**src/rtl/raw_capture_pkg.sv**
```systemverilog
// Shared types and sizing for the raw Bayer frame capture block.
package raw_capture_pkg;

    localparam int unsigned ADDR_W      = 19;
    localparam int unsigned X_W         = 10;
    localparam int unsigned Y_W         = 9;
    localparam int unsigned PIX_W       = 10;
    localparam int unsigned DEF_FRAME_W = 640;
    localparam int unsigned DEF_FRAME_H = 480;
    localparam int unsigned FRAME_LEN   = DEF_FRAME_W * DEF_FRAME_H;

    typedef enum logic [1:0] {
        IDLE,
        ARM,
        CAPTURE,
        DONE
    } cap_state_e;

    typedef struct packed {
        logic [ADDR_W-1:0] addr;
        logic [PIX_W-1:0]  data;
    } pix_wr_t;

    function automatic int unsigned frame_len(input int unsigned w, input int unsigned h);
        return w * h;
    endfunction

endpackage

```
**src/rtl/raw_frame_capture_pixel_pos_counter.sv**
```systemverilog
// x/y pixel position with an incrementally maintained linear address y*FRAME_W+x.
module pixel_pos_counter
    import raw_capture_pkg::*;
#(
    parameter int unsigned FRAME_W = DEF_FRAME_W
) (
    input  logic              clk,
    input  logic              rst_n,
    input  logic              clear,
    input  logic              inc_x,
    input  logic              next_line,
    output logic [X_W-1:0]    x,
    output logic [Y_W-1:0]    y,
    output logic [ADDR_W-1:0] addr
);

    localparam logic [ADDR_W-1:0] LINE_STEP = ADDR_W'(FRAME_W);

    logic [ADDR_W-1:0] line_base;

    // Line base advances by FRAME_W per line, so no multiplier is needed.
    always_ff @(posedge clk or negedge rst_n) begin
        if (!rst_n) begin
            x         <= '0;
            y         <= '0;
            addr      <= '0;
            line_base <= '0;
        end else if (clear) begin
            x         <= '0;
            y         <= '0;
            addr      <= '0;
            line_base <= '0;
        end else if (next_line) begin
            x         <= '0;
            y         <= y + Y_W'(1);
            line_base <= line_base + LINE_STEP;
            addr      <= line_base + LINE_STEP;
        end else if (inc_x) begin
            x         <= x + X_W'(1);
            addr      <= addr + ADDR_W'(1);
        end
    end

endmodule

```
**src/rtl/raw_frame_capture.sv**
```systemverilog
// Captures one raw camera frame on request and streams it to a frame buffer.
module raw_frame_capture
    import raw_capture_pkg::*;
#(
    parameter int unsigned FRAME_W = DEF_FRAME_W,
    parameter int unsigned FRAME_H = DEF_FRAME_H
) (
    input  logic              clk,
    input  logic              reset,
    input  logic              start,
    input  logic              cam_vsync,
    input  logic              cam_href,
    input  logic [PIX_W-1:0]  cam_data,
    output logic              write_en,
    output logic [ADDR_W-1:0] write_addr,
    output logic [PIX_W-1:0]  raw_data,
    output logic              busy,
    output logic              finished,
    output logic              frame_err
);

    localparam logic [X_W-1:0]    LINE_LEN  = X_W'(FRAME_W);
    localparam logic [Y_W-1:0]    LAST_LINE = Y_W'(FRAME_H - 1);
    localparam logic [ADDR_W-1:0] ADDR_END  = ADDR_W'(frame_len(FRAME_W, FRAME_H));

    logic [1:0]        rst_sync;
    logic              rst_n_int;
    logic              vsync_q, vsync_p, href_q, href_p;
    logic [PIX_W-1:0]  data_q;
    logic              vsync_fall, vsync_rise, href_fall;
    cap_state_e        state_q, state_d;
    logic              inc_x, next_line, cnt_clear;
    logic [X_W-1:0]    x;
    logic [Y_W-1:0]    y;
    logic [ADDR_W-1:0] addr;
    pix_wr_t           wr_q, wr_d;
    logic              we_q, we_d;
    logic              err_q, err_d;

    // Asynchronous assert, two-flop synchronised release.
    always_ff @(posedge clk or negedge reset) begin
        if (!reset) begin
            rst_sync <= '0;
        end else begin
            rst_sync <= {rst_sync[0], 1'b1};
        end
    end
    assign rst_n_int = rst_sync[1];

    // Camera inputs registered once, then delayed once more for edge detection.
    always_ff @(posedge clk or negedge rst_n_int) begin
        if (!rst_n_int) begin
            vsync_q <= 1'b0;
            vsync_p <= 1'b0;
            href_q  <= 1'b0;
            href_p  <= 1'b0;
            data_q  <= '0;
        end else begin
            vsync_q <= cam_vsync;
            vsync_p <= vsync_q;
            href_q  <= cam_href;
            href_p  <= href_q;
            data_q  <= cam_data;
        end
    end

    assign vsync_fall = vsync_p & ~vsync_q;
    assign vsync_rise = vsync_q & ~vsync_p;
    assign href_fall  = href_p & ~href_q;
    assign cnt_clear  = (state_q != CAPTURE);

    pixel_pos_counter #(
        .FRAME_W(FRAME_W)
    ) u_pos (
        .clk      (clk),
        .rst_n    (rst_n_int),
        .clear    (cnt_clear),
        .inc_x    (inc_x),
        .next_line(next_line),
        .x        (x),
        .y        (y),
        .addr     (addr)
    );

    always_comb begin
        state_d   = state_q;
        inc_x     = 1'b0;
        next_line = 1'b0;
        we_d      = 1'b0;
        wr_d      = wr_q;
        err_d     = err_q;
        unique case (state_q)
            IDLE: begin
                if (start) state_d = ARM;
            end
            ARM: begin
                if (vsync_fall) state_d = CAPTURE;
            end
            CAPTURE: begin
                if (vsync_rise) begin
                    state_d = DONE;
                    err_d   = 1'b1;
                end else if (href_q) begin
                    // Overlong lines are dropped past FRAME_W rather than wrapped.
                    if (x < LINE_LEN && addr < ADDR_END) begin
                        we_d      = 1'b1;
                        wr_d.addr = addr;
                        wr_d.data = data_q;
                        inc_x     = 1'b1;
                    end else begin
                        err_d = 1'b1;
                    end
                end else if (href_fall) begin
                    next_line = 1'b1;
                    if (x != LINE_LEN) err_d = 1'b1;
                    if (y == LAST_LINE) state_d = DONE;
                end
            end
            DONE: begin
                if (start) state_d = ARM;
            end
            default: state_d = IDLE;
        endcase
        if (state_d == ARM && state_q != ARM) err_d = 1'b0;
    end

    always_ff @(posedge clk or negedge rst_n_int) begin
        if (!rst_n_int) begin
            state_q  <= IDLE;
            we_q     <= 1'b0;
            wr_q     <= '0;
            err_q    <= 1'b0;
            busy     <= 1'b0;
            finished <= 1'b0;
        end else begin
            state_q  <= state_d;
            we_q     <= we_d;
            wr_q     <= wr_d;
            err_q    <= err_d;
            busy     <= (state_d == ARM) || (state_d == CAPTURE);
            finished <= (state_d == DONE);
        end
    end

    assign write_en   = we_q;
    assign write_addr = wr_q.addr;
    assign raw_data   = wr_q.data;
    assign frame_err  = err_q;

endmodule

```
**config.mk**
```make
export PLATFORM = sky130hd
export DESIGN_NAME = raw_frame_capture
export DESIGN_NICKNAME = d
export VERILOG_FILES = /design/src/rtl/raw_capture_pkg.sv /design/src/rtl/raw_frame_capture_pixel_pos_counter.sv /design/src/rtl/raw_frame_capture.sv
export SDC_FILE = /design/constraint.sdc
export NUM_CORES = 1
export LEC_CHECK = 0
export ABC_AREA = 1
export CAP_MARGIN = 40
export CORE_MARGIN = 1.5
export CORE_UTILIZATION = 34
export DETAILED_ROUTE_END_ITERATION = 6
export PLACE_DENSITY = 0.53
export SYNTH_ARGS = -nofsm -noshare
export SYNTH_HDL_FRONTEND = slang
export SYNTH_SLANG_ARGS = --single-unit
```
**constraint.sdc**
```tcl
create_clock -name clk -period 3.5 [get_ports clk]
set_input_delay 0.875 -clock clk [delete_from_list [all_inputs] [get_ports clk]]
set_output_delay 0.875 -clock clk [all_outputs]
set_load 0.01 [all_outputs]
```
* Yosys cells after proc, flatten, opt, wreduce, memory -nomap -nowiden
Index checks and enable logic that the tools add are counted.
W data, S select, Z words.
** Storage, ports and cells
- Output and inout bits :: 33
- Logic and storage cells :: 85
- Bits of input ports :: 15
- Flip-flop bits (word level) :: 108
** Cells by class
- $lt $le $gt $ge :: 2
- Reduce and logical (&&, ||, !) cells :: 12
- Equality and inequality tests :: 11
- Bitwise gates (word level) :: 7
- Add/subtract/negate cells :: 4
- Mux-type cells :: 32
** Operators with widths (count)
- $mux W19 :: 5
- $mux W10 :: 3
- $add A19 B1 Y19 const B :: 1
- $add A19 B10 Y19 const B :: 1
- $lt A19 B19 Y1 const B :: 1
- $mux W9 :: 2
- $mux W1 :: 15
- $mux W2 :: 6
- $add A10 B1 Y10 const B :: 1
- $lt A10 B10 Y1 const B :: 1
- $ne A10 B10 Y1 const B :: 1
- $add A9 B1 Y9 const B :: 1
- $eq A9 B9 Y1 const B :: 1
- $eq A2 B2 Y1 const B :: 4
- $reduce_and A4 Y1 :: 2
- $reduce_bool A4 Y1 :: 2
- $pmux W2 S3 :: 1
- $eq A2 B1 Y1 const B :: 2
- $ne A4 B3 Y1 const B :: 1
- $not A1 Y1 :: 4
- $reduce_bool A2 Y1 :: 2
- $and A1 B1 Y1 :: 3
- $reduce_bool A3 Y1 :: 1
- $logic_and A1 B1 Y1 :: 2
- 5 further kinds :: 5

* Logic depth before layout (Yosys ltp)
- Word-level depth :: 10
- Depth in mapped cells :: 11
- Gate-level depth less buffers :: 11

* Cells and area by module
Synthesis repeated with hierarchy kept, for this count alone.
** Unflattened totals
- Cell total of the unflattened synthesis :: 613
- Area total of the unflattened synthesis :: 4882.2 µm²
** By module, submodules not included
- pixel_pos_counter :: sequential area each 1251.2 µm², cells an instance 401, area an instance 2872.8 µm², instances 1
- raw_frame_capture :: sequential area each 1276.2 µm², cells an instance 212, area an instance 2009.4 µm², instances 1

* Least setup slack after synthesis
OpenSTA, ideal clock, no wires.
- Path type :: in2reg
- Start :: input start
- End :: register busy
- Required time :: 3.387 ns
- Library setup time :: 0.113 ns
- Cell stages on the path :: 6
- Path buffers :: 0
- Path slack :: 1.895 ns
- Arrival :: 1.493 ns
- Path through :: nand2_1 > a21oi_1 > a31oi_1 > nand2_1 > ha_1 > inv_1
** On the way
- Word-level cells in the longest chain between the ends :: 4
- Elaborated cells between the ends (all ways) :: 5
- Those cells by class :: eq/ne: 2; mux: 2; reduce/logical: 1
** RTL lines
- start, declared :: line raw_frame_capture.sv:10 : input logic start,
- $mux W2 (*) :: line raw_frame_capture.sv:94, raw_frame_capture.sv:120
- $pmux W2 S3 (*) :: line raw_frame_capture.sv:92 : unique case (state_q)
- net state_d[0] :: line raw_frame_capture.sv:31 : cap_state_e state_q, state_d;
- $eq A2 B1 Y1 / $eq A2 B2 Y1 (equally long branches) :: line raw_frame_capture.sv:140 : busy <= (state_d == ARM) || (state_d == CAPTURE);
- $logic_or A1 B1 Y1 (*) :: line raw_frame_capture.sv:140
- end signal, assigned :: line raw_frame_capture.sv:140
- end, declared :: line raw_frame_capture.sv:17 : output logic busy,
The timed path passes the listed nets; every way through them passes the cells marked *.
A chain may end at the register's enable or synchronous reset.

* Worst setup path in the final report
- Start :: register state_q[0]
- End :: register u_pos.addr[11]
** On the way
- Word-level cells in the longest chain between the ends :: 4
- Elaborated cells between the ends (all ways) :: 7
- Those cells by class :: eq/ne: 2; mux: 4; reduce/logical: 1
** RTL lines
- start, declared :: line raw_frame_capture.sv:31
- start signal, assigned :: line raw_frame_capture.sv:136 : state_q <= state_d;
- $eq A2 B2 Y1 :: line raw_frame_capture.sv:92
- $mux W1 :: line raw_frame_capture.sv:92
- $mux W19 :: line raw_frame_capture_pixel_pos_counter.sv:33 : end else if (next_line) begin
- $mux W19 :: line raw_frame_capture_pixel_pos_counter.sv:28 : end else if (clear) begin
- end signal, assigned :: line raw_frame_capture_pixel_pos_counter.sv:37 : addr <= line_base + LINE_STEP;
- end signal, assigned :: line raw_frame_capture_pixel_pos_counter.sv:40 : addr <= addr + ADDR_W'(1);
- end, declared :: line raw_frame_capture_pixel_pos_counter.sv:14 : output logic [ADDR_W-1:0] addr
Parallel ways exist; a longest one is shown, timed or not.

==> results.md <==
* CP Data Required Time at 3.79 ns
* Yosys reg bits at 101
* Most used DFF post-synth: dfrtp_1
* GR Util All Layers at 16.25%
* First-pass DRT Iterations at 4
* Setup Fix Bufs, Post-CTS at 0
* HPWL reported at the end of detailed placement at 8108 um
* Clock Root Buffer: clkbuf_16
* Normalized max-slew margin at 52.86%
* # IOs at 48
* Status: completed
* Final nets at 695
* # diodes at 0
* TritonCTS clock tree: yes
* Placement Rows at 43
* H-Tree Depth at 3
* Worst Max-Slew Pin Slew at 0.7071 ns
* Clock Skews at 0.01115 ns
* Net load switching power at 0.0009214 W
* Crit end category: flop
* Hold_buf cts at 0
* Fin crit period at 2.293 ns
* GRT Residual Overflow at 0
* Setup-failing EPs final at 0
* Final hold vios at 0
* Yosys top cell area share at 50.89%
* TritonCTS buffer count at 9
* Clock group share of total power at 33.6%
* Lkg Pwr at 2.655 nW
* Mean number of vias per cell at 4.820
* Pwr Total at 0.003142 W
* CP Class: flop to flop
* # port buffers at 47
* DIE HEIGHT at 123.9 um
* Share of cells above drive strength 1 at 6.074%
* Crit path max fanout at 18
* Post-synth EDFFs at 0
* Yosys Warn Count at 0
* Post-synth cell types at 37
* Synth area leaders: dfrtp_1 51%, nand2_1 16%, nor2_1 4.6%
* Setup tns final at 0 ns
* Final Cycle Share at 65.50%
* # clock sinks at 101
* Hold crit path type: flop to asynchronous set/reset pin
* Final slew viol count at 0
* DIE AREA at 0.01534 mm^2
* DRT Wirelength at 11210 um
* Net Sw Frac at 29.32%
* Syn_nets at 648
* Residual DRC at 0
* Clk_lat worst skew at 0.35 ns
* Syn_area_per_cell at 7.958 um^2
* Max Buffers Root-to-Sink at 2
* Area leader, netlist: dfrtp_1
* Cell area after synthesis at 0.004966 mm^2
* Ys async rst share at 100.0%
* Int Pwr at 0.002221 W
* Sequential power share at 44.1%
* Placed insts at 840
* Largest net degree at the start of global routing at 46
* Worst EP arrival at 2.58 ns
* Vias in the first global route at 4008
* RSZ-0062 raised after global routing: false
* Max_cap viols at 0
* Peak Freq at 436.2 MHz
* GPL Wtd Cong at 0.8678
* Initial Utilization at 35.36%
* DRT antenna net count at 0
* Reg2Reg Depth at 8
* Avg WL per Cell at 13.11 um
* DRT iter0 DRCs at 216
* Gate power share at 22.4%
* Worst setup SP type: flop
* Power Dens Cells at 530.5 mW/mm^2
* PostCTS Resize Cnt at 0
* Syn-to-layout area delta at 19.27%
* Initial antenna violation count at 0
* Width of the die at 123.9 um
* Core area at 0.01404 mm^2
* Final Instance Count excl. Fillers at 855
* Cells after synthesis at 624
* Sequential-to-total area share from yosys stat at 50.89%
* Max VDD drop at 0.4384 mV
* Global-route wire length before repair at 19260 um
* Clock slew at reported path FFs at 0.07 ns
* Via count at 4121
-- Yosys cell counts (all sizes together), types with 2 or more instances --
cell	n
ha	9
nand2	219
nor2	65
xor2	3
o22ai	2
nand3	39
nor3	12
dfrtp	101
inv	64
clkbuf	2
buf	12
o21bai	2
a31oi	2
nand4	11
o21ai	55
a21oi	17
-- flip-flops by register name, indices dropped and copies added, names as in the netlist, 2 cells and up --
| signal | cells |
|---|---|
| u_pos.y | 9 |
| u_pos.line_base | 12 |
| write_addr | 19 |
| data_q | 10 |
| u_pos.addr | 19 |
| rst_sync | 2 |
| u_pos.x | 10 |
| state_q | 2 |
| raw_data | 10 |
-- stage by stage --
step | setup slack [ns] | instance area [um^2] | util [%] | hold WS (ns)
after global placement | 1.272 | 5590 | 39.81 | 0.3387
after global routing | 1.001 | 5923 | 42.18 | 0.3682
after detailed placement | 1.170 | 5610 | 39.95 | 0.3450
after CTS | 1.163 | 5923 | 42.18 | 0.3589
final | 1.207 | 5923 | 42.18 | 0.3434
after floorplan | 0.4782 | 4966 | - | 0.3312
-- path summary, 6_finish.rpt --
path / slack (ns) / endpoint / start
max: 1.21 / u_pos.addr[11] / state_q[0]
min: 0.34 / data_q[5] / rst_sync[1]
max reg2reg: 1.21 / u_pos.addr[11] / state_q[0]
min reg2reg: 0.34 / data_q[5] / rst_sync[1]
max in group asynchronous: 2.24 / write_addr[3] / rst_sync[1]
min in group clk: 0.35 / rst_sync[1] / rst_sync[0]
-- cell usage in the layout, fill, tap and decap left out, drive strengths merged, types with 3 or more instances in the layout --
master           n
nand2          219
dfrtp          101
nor2            65
inv             65
o21ai           55
clkdlybuf4s50   47
nand3           39
a21oi           17
nor3            12
nand4           11
ha               9
clkbuf           9
xor2             3
clkinv           3
buf              3
-- layer usage --
| metal | up-vias | track usage [%] | share of wire (%) |
|---|---|---|---|
| li1 | 2103 | - | - |
| met1 | 1926 | 21.61 | 49 |
| met2 | 80 | 25.48 | 45 |
| met3 | 12 | 4.762 | 4.2 |
| met4 | 0 | 5.172 | 1.6 |
| met5 | - | 0 | 0 |
-- cell families (layout without fill, tap and decap cells) --
kind of cell | Yosys count | after routing | synth area share, %
AND/OR/NAND/NOR | 349 | 349 | 30.46
flip-flops | 101 | 101 | 50.89
AO/OA/AOI/OAI | 83 | 83 | 9.070
buffers and inverters | 78 | 129 | 6.702
adder cells (fa/ha/maj) | 9 | 9 | 2.268
XOR/XNOR | 3 | 3 | 0.5292
other | 1 | 1 | 0.07551
-- power groups by stage --
stage / registers [W] / clock network, W / logic, W
floorplan: 0.00144 / 0 / 0.000380
global placement: 0.00141 / 0 / 0.000693
detailed placement: 0.00141 / 0 / 0.000709
CTS: 0.00139 / 0.00110 / 0.000713
global route: 0.00140 / 0.00114 / 0.000789
finish: 0.00138 / 0.00106 / 0.000703
-- layout make-up --
type / count / area (um^2)
Clock buffer: 9 / 225.2
Clock inverter: 6 / 87.58
Fill cell: 1396 / 8119
Inverter: 64 / 242.7
Multi-Input combinational cell: 445 / 2106
Sequential cell: 101 / 2531
Tap cell: 180 / 225.2
Timing Repair Buffer: 50 / 505.5
-- critical path, stage by stage (launching register included) --
cell and delay [ns]:
dfrtp_1 0.40, inv_1 0.07, ha_1 0.61, inv_4 0.17, nor2_8 0.34, nand2_4 0.18
inv_2 0.25, nor2_1 0.09, a21oi_2 0.13
Power figures use the tool's default switching activity.
